[src/rtl/ab_resp_pkg.sv]
// Shared types, defaults and helpers for the a/b responder.
package ab_resp_pkg;

  typedef enum logic [1:0] {IDLE, WAIT, RESP} state_t;

  localparam int MIN_DLY_DEF = 1;
  localparam int MAX_DLY_DEF = 5;

  // Effective response latency: the requested delay forced into [lo, hi].
  function automatic int clamp_dly(input int v, input int lo, input int hi);
    int r;
    r = v;
    if (v < lo) r = lo;
    if (v > hi) r = hi;
    return r;
  endfunction

endpackage

[src/rtl/ab_deadline_cnt.sv]
// Elapsed-cycle counter for a pending response. The compare outputs answer
// "if b is written at this edge, when will it be seen": the counter holds
// j-1 at edge T0+j, so b written now is seen at T0+cnt+2.
module ab_deadline_cnt
  import ab_resp_pkg::*;
#(
  parameter int CNT_W   = 3,
  parameter int MAX_DLY = MAX_DLY_DEF
) (
  input  logic             clk,
  input  logic             rst_n,
  input  logic             clr,
  input  logic             inc,
  input  logic [CNT_W-1:0] eff,
  output logic             min_reached,
  output logic             deadline_now
);

  logic [CNT_W-1:0] r_cnt;
  logic [CNT_W:0]   w_seen_at;

  // Counter: cleared at acceptance, advances every cycle spent waiting.
  always_ff @(posedge clk) begin
    if (!rst_n)   r_cnt <= '0;
    else if (clr) r_cnt <= '0;
    else if (inc) r_cnt <= r_cnt + 1'b1;
  end

  assign w_seen_at    = {1'b0, r_cnt} + (CNT_W+1)'(2);
  assign min_reached  = (w_seen_at >= {1'b0, eff});
  assign deadline_now = (w_seen_at >= (CNT_W+1)'(MAX_DLY));

endmodule

[src/rtl/ab_responder.sv]
// Responder side of the a/b handshake: answers each accepted request with b
// inside [eff, MAX_DLY] cycles; hold defers b but never past the deadline.
module ab_responder
  import ab_resp_pkg::*;
#(
  parameter int MIN_DLY = MIN_DLY_DEF,
  parameter int MAX_DLY = MAX_DLY_DEF,
  parameter int CNT_W   = 3
) (
  input  logic             clk,
  input  logic             rst_n,
  input  logic             a,
  input  logic [CNT_W-1:0] dly_cfg,
  input  logic             hold,
  output logic             b,
  output logic             busy,
  output logic             deadline_hit,
  output logic [7:0]       resp_cnt
);

  state_t           r_state, w_state_nxt;
  logic [CNT_W-1:0] r_eff, w_eff_acc;
  logic             r_b, r_dh;
  logic [7:0]       r_resp_cnt;
  logic             w_fire, w_drop, w_dh_set, w_clr, w_inc;
  logic             w_min, w_dl;

  assign w_eff_acc = CNT_W'(clamp_dly(int'(dly_cfg), MIN_DLY, MAX_DLY));

  ab_deadline_cnt #(.CNT_W(CNT_W), .MAX_DLY(MAX_DLY)) u_cnt (
    .clk          (clk),
    .rst_n        (rst_n),
    .clr          (w_clr),
    .inc          (w_inc),
    .eff          (r_eff),
    .min_reached  (w_min),
    .deadline_now (w_dl)
  );

  // State register.
  always_ff @(posedge clk) begin
    if (!rst_n) r_state <= IDLE;
    else        r_state <= w_state_nxt;
  end

  // Next state plus the b set/clear, deadline and counter controls.
  always_comb begin
    w_state_nxt = r_state;
    w_fire      = 1'b0;
    w_drop      = 1'b0;
    w_dh_set    = 1'b0;
    w_clr       = 1'b0;
    w_inc       = 1'b0;
    case (r_state)
      IDLE: begin
        if (a) begin
          w_clr = 1'b1;
          // With a one-cycle deadline the acceptance edge is also the
          // deadline edge, so hold cannot defer b there.
          if (w_eff_acc == CNT_W'(1) && (!hold || MAX_DLY == 1)) begin
            w_fire      = 1'b1;
            w_dh_set    = hold;
            w_state_nxt = RESP;
          end else begin
            w_state_nxt = WAIT;
          end
        end
      end
      WAIT: begin
        // a is ignored here: the response is owed for the accepted request
        // and it also covers any later requests.
        w_inc = 1'b1;
        if (w_dl) begin
          w_fire      = 1'b1;
          w_dh_set    = hold;
          w_state_nxt = RESP;
        end else if (w_min && !hold) begin
          w_fire      = 1'b1;
          w_state_nxt = RESP;
        end
      end
      RESP: begin
        if (!a) begin
          w_drop      = 1'b1;
          w_state_nxt = IDLE;
        end
      end
      default: w_state_nxt = IDLE;
    endcase
  end

  // Output registers: b, deadline pulse, response count, latched eff.
  always_ff @(posedge clk) begin
    if (!rst_n) begin
      r_b        <= 1'b0;
      r_dh       <= 1'b0;
      r_resp_cnt <= '0;
      r_eff      <= '0;
    end else begin
      r_dh <= w_dh_set;
      if (w_clr)       r_eff <= w_eff_acc;
      if (w_fire)      r_b   <= 1'b1;
      else if (w_drop) r_b   <= 1'b0;
      if (w_fire)      r_resp_cnt <= r_resp_cnt + 8'd1;
    end
  end

  assign b            = r_b;
  assign busy         = (r_state != IDLE);
  assign deadline_hit = r_dh;
  assign resp_cnt     = r_resp_cnt;

endmodule

[config.mk]
export PLATFORM = sky130hd
export DESIGN_NAME = ab_responder
export DESIGN_NICKNAME = d
export VERILOG_FILES = /design/src/rtl/ab_resp_pkg.sv /design/src/rtl/ab_deadline_cnt.sv /design/src/rtl/ab_responder.sv
export SDC_FILE = /design/constraint.sdc
export NUM_CORES = 1
export LEC_CHECK = 0
export BUFFER_PORTS_ARGS = -buffer_cell sky130_fd_sc_hd__buf_2
export CAP_MARGIN = 25
export CORE_MARGIN = 3
export CORE_UTILIZATION = 47
export DETAILED_ROUTE_END_ITERATION = 10
export HOLD_SLACK_MARGIN = 0.15
export PLACE_DENSITY = 0.76
export SLEW_MARGIN = 20
export SYNTH_ARGS = -nofsm -noshare
export SYNTH_HDL_FRONTEND = slang
export SYNTH_HIERARCHICAL = 1
export SYNTH_SLANG_ARGS = --single-unit
[constraint.sdc]
create_clock -name clk -period 5.9 [get_ports clk]
set_input_delay 0.295 -clock clk [delete_from_list [all_inputs] [get_ports clk]]
set_output_delay 0.295 -clock clk [all_outputs]
set_load 0.005 [all_outputs]
# Yosys cells after proc, flatten, opt, wreduce, memory -nomap -nowiden
# Cells that the tools add are included.
# Widths: inputs -> output; s select.
# word_totals
regBits	18
inputBits	7
out_inout_bits	11
wordCells	52
# op_classes
add_sub_neg	3
n_lt_le_gt_ge	4
n_eq_ne	6
mux	24
bitwise	1
n_reduce_logical	8
# ops
op	n
$mux 1	14
$mux 2	5
$add 8x1->8 const B	1
$mux 3	2
$pmux 2 s3	1
$add 3x2->4 const B	1
$ge 4x3->1	1
$ge 4x3->1 const B	1
$ne 2x2->1 const B	2
$pmux 1 s2	2
$reduce_bool 2->1	2
$add 3x1->3 const B	1
$eq 3x1->1 const B	1
$gt 3x3->1 const B	1
$lt 3x1->1 const B	1
$ne 3x2->1 const B	1
$reduce_and 3->1	1
$eq 2x1->1 const B	1
$eq 2x2->1 const B	1
$logic_and 1x1->1	2
$logic_not 2->1	1
$reduce_or 2->1	1
$logic_not 1->1	1
$not 1->1	1

# Logic depth before layout (Yosys ltp)
# Gate-level depths: netlist (run 1).
# logic_depth
word_depth	9
depth_mapped	8
depth_no_buf	8

# Modules after synthesis
# The synthesis (run 1) kept the hierarchy.
# modules_own_cells
mod	n_inst	cells_per_inst	area_each_um2	seq_area_each_um2
ab_responder	1	87	755.7	300.3
ab_deadline_cnt	1	26	259.0	60.1

# Worst setup path before layout (run 1)
# Ideal clock, no wire load.
# synth_timing
kind	flip-flop to flip-flop
startpoint	reg u_cnt.r_cnt[1]
endpoint	reg r_resp_cnt[7], in the netlist resp_cnt[7]
setup_ps	72
arrival_time_ps	1998
t_required_ps	5828
setup_slack_ps	3831
stages_incl_launch_ff	8
path_buffers	0
synth_period_minus_slack_ps	2069
cell_sequence	dfxtp_1 -> inv_1 -> fa_1 -> o41ai_2 -> nor2b_1 -> o21ai_4 -> a211oi_2 -> mux2i_1
# synth_via
elab_chain_len	6
word_cells_on_any_way	7
classes_between	1 x add/sub; 2 x order compare; 3 x mux; 1 x reduce/logical
# synth_lines
element	line_no	rtl
start, declared	ab_deadline_cnt.sv:19	logic [CNT_W-1:0] r_cnt;
start signal, assigned	ab_deadline_cnt.sv:26	else if (inc) r_cnt <= r_cnt + 1'b1;
$add 3x2->4	ab_deadline_cnt.sv:29	assign w_seen_at = {1'b0, r_cnt} + (CNT_W+1)'(2);
$ge 4x3->1	ab_deadline_cnt.sv:30	assign min_reached = (w_seen_at >= {1'b0, eff});
named net w_min	ab_responder.sv:26	logic w_min, w_dl;
$logic_and 1x1->1	ab_responder.sv:77	end else if (w_min && !hold) begin
$mux 1	ab_responder.sv:77	
$mux 1	ab_responder.sv:73	if (w_dl) begin
$pmux 1 s2	ab_responder.sv:54	case (r_state)
end signal, assigned	ab_responder.sv:104	if (w_fire) r_resp_cnt <= r_resp_cnt + 8'd1;
end, declared	ab_responder.sv:24	logic [7:0] r_resp_cnt;
# The timed path passes the listed nets, and every way through them passes these cells.
# A chain may end at the register's enable or synchronous reset.

# Worst setup path after layout (run 1)
# Same ends and word-level chain as after synthesis.

==> metrics.yaml, run 1 <==
sta:
  min_period_ns: 2.29
  worst_slew_margin_rel_pct: 76.7
  drv_slew: 0
  worst_pin_slew_ns: 0.348
  rsz0062_at_grt: "false"
  fmax_ghz: 0.436
  worst_hold_slack_ns: 0.252
  hold_viol: 0
  fin_skew_ns: 0.00443
  fin_crit_sh_pct: 38.8
  setup_viol: 0
  finalSetupTns_ns: 0
  setup_slack_ns: 3.61
flow_run:
  cap_violations: 0
finish:
  final_cells: 159
  nets: 148
  diodes: 0
  drive_above_1_share_pct: 25.8
  fin_util_pct: 57.5
  syn_to_final_growth_pct: 13.4
  final_cell_area_sq_um: 1150
  fillers: 199
die:
  core_region_area_sq_um: 2000
  initial_core_util_pct: 50.7
  die_x_um: 52.5
  die_area_sq_um: 2750
  die_h_um: 52.5
  top_level_ports: 18
  num_rows: 16
hold_path:
  hold_depth: 3
  hold_path_class: "in -> reg"
route:
  ant_nets: 0
  firstDrtPassIters: 5
  drt_iter0_drc: 9
  wl_per_cell_um: 12.5
  vias: 833
  drt-total-wl_um: 1980
  drc_errors: 0
  viasPerCell: 5.24
global_routing:
  grt_first_pass_wirelength_um: 3440
  antenna_found_initial: 0
  overflow: 0
  grt_pass1_vias: 814
  grt_max_degree: 16
  grtUsageTotal_pct: 16.6
logic_synthesis:
  synth_top_area_share_pct: 35.5
  muxShareOfSynthArea_pct: 5.92
  yosys_warnings: 6
  synthXorXnorAreaFrac_pct: 1.73
  synth_top_family_by_area: "simple AND/OR/NAND/NOR gates"
  synthCells: 113
  yosys.area.top_type: "dfxtp_1"
  yosysMostFrequentCell: "dfxtp_1"
  synthSimpleGateAreaFrac_pct: 25.6
  synth-seq-cells: 18
  synth-main-ff-cell: "dfxtp_1"
  synth_edf_count: 0
  synthArstFlopShare_pct: 0
  synthAdderAreaFrac_pct: 9.37
  syn-cell-area_sq_um: 1010
  syn_avg_cell_area_sq_um: 8.98
  yosysSeqAreaShare_pct: 35.5
  synth_compound_area_share_pct: 17.9
  synth_top_cells_by_area: "dfxtp_1 36%, ha_1 7.4%, mux2i_1 5.9%, nand2_1 5.2%, a21oi_1 4.4%"
  synthesis.nets: 127
  yosysUniqueCellTypes: 39
  synth_commonest_cells: "18 x dfxtp_1, 14 x nand2_1, 9 x a21oi_1, 7 x nand2b_1"
clock_tree:
  cts_max_level: 1
  clk_path_buf_depth: 2
  numCtsBuffers: 3
  clock-sinks: 18
  cts_resized: 0
  clkTransAtPathRegs_ns: 0.09
  clk_latency_ns: 0.28
  cts-root-buf: "clkbuf_4"
  cts_setup_buffers: 0
  ctsHoldBuffers: 0
  cts_tree: "yes"
worst_setup_path:
  startpoint_type: "flop"
  end_kind: "flop"
  crit_required_ns: 6.12
  path_class: "reg -> reg"
  worstPathArrival_ns: 2.51
  reg2regPathDepth: 7
  path_max_fanout: 9
power:
  total_power_mw: 0.235
  p_clk_share_pct: 24.1
  seq_power_share_pct: 56.0
  switchingPower_mw: 0.0647
  ir_worst_vdd_uv: 132
  leakagePower_nw: 0.487
  swShare_pct: 27.5
  internal-power_mw: 0.170
  p_comb_share_pct: 19.9
  p_per_area_nw_per_um2: 204
placed_design:
  dpl_cell_area_sq_um: 1130
  gp_congestion: 0.745
  dp_cells: 156
  detailed_place_hpwl_um: 1580
  place_ws_ns: 3.61
  io_buffers: 17
outcome:
  run_status: "complete, no violations"
## cells in the final DEF (no fill, tap or decap), drive strengths merged, types with 2 or more instances in the layout
master   n
dfxtp   18
buf     17
nand2   15
a21oi    9
nand2b   8
inv      8
nor2     6
mux2i    6
ha       6
nand3    5
nor3     4
o21ai    4
clkbuf   3
and2     3
xnor2    2
nand3b   2
a211oi   2
## path summary, 6_finish.rpt
path / start / slack (ns) / to
hold reg to reg: r_eff[1]$_SDFFE_PN0P_ / 0.46 / r_eff[1]$_SDFFE_PN0P_
hold / removal: dly_cfg[0] / 0.25 / r_eff[0]$_SDFFE_PN0P_
setup / recovery: u_cnt/r_cnt[1]$_SDFFE_PP0P_ / 3.61 / resp_cnt[7]$_SDFFE_PN0P_
setup reg to reg: u_cnt/r_cnt[1]$_SDFFE_PP0P_ / 3.61 / resp_cnt[7]$_SDFFE_PN0P_
## cells by family (layout without fill, tap and decap cells)
| kind of cell | count (synthesis) | in the layout |
|---|---|---|
| and+or+nand+nor | 46 | 46 |
| AOI/OAI and AO/OA | 24 | 24 |
| DFF | 18 | 18 |
| buffers and inverters | 10 | 29 |
| adders and majority gates | 7 | 7 |
| muxes | 6 | 6 |
| xor gates and xnor gates | 2 | 2 |
## critical path, cell delays in order (launching register included)
cell	delay [ns]
dfxtp_1	0.41
inv_1	0.10
fa_1	0.47
o41ai_2	0.32
nor2b_1	0.36
o21ai_4	0.15
a211oi_2	0.23
mux2i_1	0.19
## metal layers
metal  up-vias  track usage (%)  share of wire, %
met5         -                0                 0
met4         0             6.38              0.50
met3         2             2.56               3.9
met2        15             28.9                52
met1       388             20.2                44
li1        428                -                 -
## flip-flops by register name (all words and copies together), names as in the netlist
signal and flops:
u_cnt/r_cnt 3, r_state 2, r_eff 3, b 1, resp_cnt 8, deadline_hit 1
## cell type report
class	count	area [sq um]	share of cell area [%]
Tap cell	27	33.8	2.93
Clock buffer	3	22.5	1.96
Multi-Input combinational cell	85	614	53.4
Timing Repair Buffer	17	85.1	7.39
Inverter	9	35.0	3.04
Sequential cell	18	360	31.3
## power groups by stage
stage / registers (mW) / logic, mW / clock network, mW
2_1_floorplan: 0.134 / 0.0331 / 0
3_3_place_gp: 0.134 / 0.0447 / 0
3_5_place_dp: 0.134 / 0.0467 / 0
4_1_cts: 0.132 / 0.0470 / 0.0598
5_1_grt: 0.132 / 0.0524 / 0.0649
6_report: 0.132 / 0.0467 / 0.0566
No activity file was read; power rests on OpenSTA's default activity.
==> run 2: changes to the inputs <==
Settings changed: PLACE_DENSITY 0.76 to 0.79.
Clock period 5.9 ns to 2 ns, I/O delays scaled along.
==> run 2 against run 1 <==
Combinational power grew to 3.3 times the previous value; clock power increased to 3.1 times the previous value; largest power group unchanged; sequential power grew to 2.9 times the previous value; critical path depth is the same; utilization increased by 4.5 points; setup slack got worse by 3.5 ns; sequential share of layout area is 2.1 points lower; global-route usage shrank 0.19 points; via count is 4.0% higher; wire length up 4.5%; total power grew to 3.1 times the previous value; critical path type unchanged; first-iteration DRC count up 67%.
==> metrics.yaml, run 2 (same netlist as run 1, synthesis figures left out) <==
clock_tree:
  clkTransAtPathRegs_ns: 0.10  # was 0.09 ns
  cts-root-buf: "clkbuf_4"  # unchanged
  cts_max_level: 1  # unchanged
  cts_tree: "yes"  # unchanged
  numCtsBuffers: 3  # unchanged
  clk_latency_ns: 0.29  # was 0.28 ns
  clock-sinks: 18  # unchanged
  clk_path_buf_depth: 2  # unchanged
sta:
  worst_slew_margin_rel_pct: 79.8  # was 76.7%
  drv_slew: 0  # unchanged
  setup_viol: 0  # unchanged
  fin_skew_ns: 0.00432  # was 0.00443 ns
  worst_pin_slew_ns: 0.302  # was 0.348 ns
  setup_slack_ns: 0.0628  # was 3.61 ns
  min_period_ns: 1.94  # was 2.29 ns
  rsz0062_at_grt: "true"  # was false
  fin_crit_sh_pct: 96.9  # was 38.8%
  fmax_ghz: 0.516  # was 0.436 GHz
  hold_viol: 0  # unchanged
finish:
  syn_to_final_growth_pct: 22.3  # was 13.4%
  diodes: 0  # unchanged
  drive_above_1_share_pct: 30.7  # was 25.8%
  nets: 156  # was 148
  seq_area_sq_um: 363  # was 360 sq um
  most-common-layout-cells: "17 x buf_2, 16 x dfxtp_1, 14 x nand2_1"  # was 18 x dfxtp_1, 17 x buf_2, 14 x nand2_1
  multi_input_area_sq_um: 629  # was 614 sq um
  fillers: 171  # was 199
  largest_register_ffs: 8  # unchanged
  fin_util_pct: 62.0  # was 57.5%
  final_common_cell: "buf_2"  # was dfxtp_1
  final_cells: 167  # was 159
worst_setup_path:
  cp_top_family: "compound AO/OA/AOI/OAI gates"  # unchanged
  max_stage_delay_ns: 0.47  # about the same
  path_max_fanout: 8  # was 9
  crit_path_cell_trace: "inv_1 -> fa_1 -> o41ai_2 -> nor2b_4 -> o21ai_4 -> a211oi_2 -> mux2i_1"  # was inv_1 -> fa_1 -> o41ai_2 -> nor2b_1 -> o21ai_4 -> a211oi_2 -> mux2i_1
  r2r-start: "u_cnt/r_cnt[2]$_SDFFE_PP0P_"  # was u_cnt/r_cnt[1]$_SDFFE_PP0P_
  crit_required_ns: 2.23  # was 6.12 ns
  path_class: "reg -> reg"  # unchanged
  end_kind: "flop"  # unchanged
  r2r_slack_ns: 0.06  # was 3.61 ns
  critPathSlowestCell: "fa_1"  # unchanged
  startpoint_type: "flop"  # unchanged
  worstPathArrival_ns: 2.17  # was 2.51 ns
  critPathBufInv: 1  # unchanged
  cp-startpoint: "u_cnt/r_cnt[2]$_SDFFE_PP0P_"  # was u_cnt/r_cnt[1]$_SDFFE_PP0P_
global_routing:
  overflow: 0  # unchanged
  grt_pass1_vias: 817  # was 814
  antenna_found_initial: 0  # unchanged
  grt_first_pass_wirelength_um: 3350  # was 3440 um
  grtUsageTotal_pct: 16.4  # was 16.6%
  grt_max_degree: 16  # unchanged
die:
  die_h_um: 52.5  # unchanged
  die_x_um: 52.5  # unchanged
  initial_core_util_pct: 50.7  # unchanged
  core_region_area_sq_um: 2000  # unchanged
  die_area_sq_um: 2750  # unchanged
  top_level_ports: 18  # unchanged
  num_rows: 16  # unchanged
placed_design:
  place_ws_ns: -0.0391  # was 3.61 ns
  dp_cells: 159  # was 156
  detailed_place_hpwl_um: 1470  # was 1580 um
  io_buffers: 17  # unchanged
  gp_congestion: 0.790  # was 0.745
route:
  vias: 866  # was 833
  viasPerCell: 5.19  # was 5.24
  wl_per_cell_um: 12.4  # was 12.5 um
  drc_errors: 0  # unchanged
  ant_nets: 0  # unchanged
  drt_iter0_drc: 15  # was 9
  drt-total-wl_um: 2070  # was 1980 um
  firstDrtPassIters: 4  # was 5
hold_path:
  holdCritStartpoint: "rst_n"  # was dly_cfg[0]
  hold_path_class: "in -> reg"  # unchanged
flow_run:
  cap_violations: 0  # unchanged
outcome:
  run_status: "complete, no violations"  # unchanged
power:
  leakagePower_nw: 0.532  # was 0.487 nW
  ir_worst_vdd_uv: 400  # was 132 uV
  p_per_area_nw_per_um2: 581  # was 204 nW/um^2
[run 2: changes by cell type in the layout (fill, tap and decap cells not counted), moves of 2 or more]
cell,before,now
dlygate4sd3_1,0,5
dfxtp_2,0,2
a21oi_2,0,2
dfxtp_1,18,16
buf_4,0,3
a21oi_1,9,7
[run 2: cell type report]
cell class / count / area share [%]
multi-input cells: 85 / 50.7
well taps: 27 / 2.72
inverters: 9 / 2.82
repair buffers: 25 / 12.7
clock buffers: 3 / 1.81
flip-flops and latches: 18 / 29.2
[run 2: where the power goes]
part	internal, mW	total [mW]	switching, mW	leakage [nW]
registers	0.376	0.388	0.0126	0.147
clock network	0.0701	0.177	0.107	0.0138
logic	0.0712	0.156	0.0846	0.371
[run 2: path summary, 6_finish.rpt]
check                                endpoint  cells past startpoint
hold reg to reg         r_eff[1]$_SDFFE_PN0P_                      2
hold / removal    u_cnt/r_cnt[0]$_SDFFE_PP0P_                      3
setup / recovery     resp_cnt[7]$_SDFFE_PN0P_                      7
setup reg to reg     resp_cnt[7]$_SDFFE_PN0P_                      7
[run 2: worst register-to-register path, stage by stage, from the launching register on]
cell and delay, ns:
dfxtp_1 0.34, inv_1 0.07, fa_1 0.47, o41ai_2 0.23
nor2b_4 0.24, o21ai_4 0.11, a211oi_2 0.23, mux2i_1 0.19
[run 2: through the flow]
step / total power, mW / hold slack (ns) / setup TNS [ns] / cell area, sq um
global placement: 0.532 / 0.332 / 0 / 1150
detailed placement: 0.537 / 0.362 / -0.0926 / 1150
global route: 0.762 / 0.215 / -0.152 / 1240
CTS: 0.722 / 0.192 / 0 / 1230
floorplan: 0.493 / 0.226 / 0 / 1020
finish: 0.721 / 0.190 / 0 / 1240
[run 2: repair_timing]
| action | in CTS | in global routing |
|---|---|---|
| endpoints found under the setup margin | 5 | 8 |
| buffers inserted | 0 | 0 |
| hold buffers | 5 | 0 |
| pin swaps | 2 | 2 |
| endpoints found under the hold margin | 5 | 0 |
| gates resized for setup | 1 | 5 |
[run 2: routing by layer]
metal,global-route usage [%],part of all wire (%)
met1,20.2,46
met2,26.0,48
met3,3.42,4.1
met4,9.79,2.2
met5,0,0
==> run 3: changes to the inputs <==
Settings changed: SETUP_SLACK_MARGIN from default to 0.3.
==> run 3 against run 2 <==
Design area grew 6.6%; hold slack gained 0.0088 ns; critical endpoint is now resp_cnt[0]$_SDFFE_PN0P_; sequential cell count is the same.
==> metrics.yaml, run 3 (same netlist as run 1, synthesis figures left out) <==
outcome:
  run_status: "complete, no violations"  # unchanged
sta:
  fin_crit_sh_pct: 95.7  # was 96.9%
  min_period_ns: 1.91  # was 1.94 ns
  finalSetupTns_ns: 0  # unchanged
  hold_viol: 0  # unchanged
  fin_skew_ns: 0.000695  # was 0.00432 ns
  rsz0062_at_grt: "true"  # unchanged
  setup_viol: 0  # unchanged
  setup_slack_ns: 0.0852  # was 0.0628 ns
  drv_slew: 0  # unchanged
  fmax_ghz: 0.522  # was 0.516 GHz
  worst_pin_slew_ns: 0.418  # was 0.302 ns
  worst_slew_margin_rel_pct: 72.1  # was 79.8%
clock_tree:
  cts_max_level: 1  # unchanged
  cts_tree: "yes"  # unchanged
  clock-sinks: 18  # unchanged
  clk_path_buf_depth: 2  # unchanged
  numCtsBuffers: 3  # unchanged
  clk_latency_ns: 0.28  # was 0.29 ns
  clkTransAtPathRegs_ns: 0.09  # was 0.10 ns
  cts-root-buf: "clkbuf_4"  # unchanged
worst_setup_path:
  crit_required_ns: 2.17  # was 2.23 ns
  worstPathArrival_ns: 2.09  # was 2.17 ns
  end_kind: "flop"  # unchanged
  path_max_fanout: 4  # was 8
  startpoint_type: "flop"  # unchanged
  path_class: "reg -> reg"  # unchanged
route:
  drt-total-wl_um: 2140  # was 2070 um
  wl_per_cell_um: 12.4  # about the same
  drc_errors: 0  # unchanged
  viasPerCell: 5.22  # was 5.19
  vias: 897  # was 866
  ant_nets: 0  # unchanged
  drt_iter0_drc: 13  # was 15
  firstDrtPassIters: 4  # unchanged
finish:
  nets: 161  # was 156
  seq_area_sq_um: 367  # was 363 sq um
  drive_above_1_share_pct: 37.9  # was 30.7%
  multi_input_area_sq_um: 673  # was 629 sq um
  final_common_cell: "buf_2"  # unchanged
  largest_register_ffs: 8  # unchanged
  fin_util_pct: 66.1  # was 62.0%
  fillers: 171  # unchanged
  most-common-layout-cells: "17 x buf_2, 15 x dfxtp_1, 14 x nand2_1"  # was 17 x buf_2, 16 x dfxtp_1, 14 x nand2_1
  diodes: 0  # unchanged
  syn_to_final_growth_pct: 30.3  # was 22.3%
power:
  p_per_area_nw_per_um2: 570  # was 581 nW/um^2
  ir_worst_vdd_uv: 411  # was 400 uV
  leakagePower_nw: 0.558  # was 0.532 nW
global_routing:
  grt_max_degree: 16  # unchanged
  grt_pass1_vias: 866  # was 817
  grtUsageTotal_pct: 17.3  # was 16.4%
  antenna_found_initial: 0  # unchanged
  overflow: 0  # unchanged
  grt_first_pass_wirelength_um: 3610  # was 3350 um
placed_design:
  gp_congestion: 0.820  # was 0.790
  detailed_place_hpwl_um: 1520  # was 1470 um
  io_buffers: 17  # unchanged
  place_ws_ns: 0.0768  # was -0.0391 ns
die:
  die_x_um: 52.5  # unchanged
  die_area_sq_um: 2750  # unchanged
  top_level_ports: 18  # unchanged
  initial_core_util_pct: 50.7  # unchanged
  num_rows: 16  # unchanged
  die_h_um: 52.5  # unchanged
  core_region_area_sq_um: 2000  # unchanged
flow_run:
  cap_violations: 0  # unchanged
hold_path:
  hold_path_class: "in -> reg"  # unchanged
run 3: final timing paths:
path	from	end	slack, ns	cells after the start
setup / recovery	u_cnt/r_cnt[1]$_SDFFE_PP0P_	resp_cnt[0]$_SDFFE_PN0P_	0.09	9
hold / removal	rst_n	u_cnt/r_cnt[2]$_SDFFE_PP0P_	0.20	3
setup reg to reg	u_cnt/r_cnt[1]$_SDFFE_PP0P_	resp_cnt[0]$_SDFFE_PN0P_	0.09	9
hold reg to reg	r_eff[1]$_SDFFE_PN0P_	r_eff[1]$_SDFFE_PN0P_	0.46	2
run 3: power breakdown:
group | internal (mW) | switching (mW)
clock network | 0.0698 | 0.101
logic | 0.0945 | 0.101
registers | 0.375 | 0.0127
total | 0.539 | 0.215
run 3: timing repair:
item                                    in CTS  in global routing
buffers inserted                             3                  4
endpoints found under the setup margin      10                 11
gates resized for setup                      4                 11
hold endpoints to repair                     5                  0
pin swaps                                    4                  5
gates cloned                                 1                  0
hold buffers                                 5                  0
run 3: layout make-up:
cell class | count | share of cell area, %
multi-input combinational | 86 | 50.9
sequential | 18 | 27.7
timing repair buffer | 29 | 14.5
inverter | 9 | 2.65
tap | 27 | 2.55
clock buffer | 3 | 1.70
run 3: metrics by stage:
stage                     hold WS, ns  instance area [sq um]  power, mW  std cells
after floorplan                 0.224                   1020      0.497        113
after global placement          0.332                   1140      0.532        156
after detailed placement        0.353                   1140      0.540        156
after CTS                       0.188                   1250      0.732        168
after global routing            0.221                   1320      0.801        172
final                           0.199                   1320      0.754        172
run 3: critical path, cell delays in order, from the launching register on:
cell and delay [ns]:
dfxtp_4 0.37, inv_2 0.04, fa_1 0.44, o41ai_2 0.20, nor2b_4 0.25, buf_4 0.13
buf_6 0.09, o21ai_4 0.06, a21boi_1 0.15, nor3_1 0.07
run 3: routing by layer:
layer | up-vias | part of all wire (%) | track usage, %
li1 | 459 | - | -
met3 | 2 | 4.2 | 2.56
met5 | - | 0 | 0
met2 | 19 | 52 | 30.8
met4 | 0 | 0.47 | 6.38
met1 | 417 | 44 | 20.8
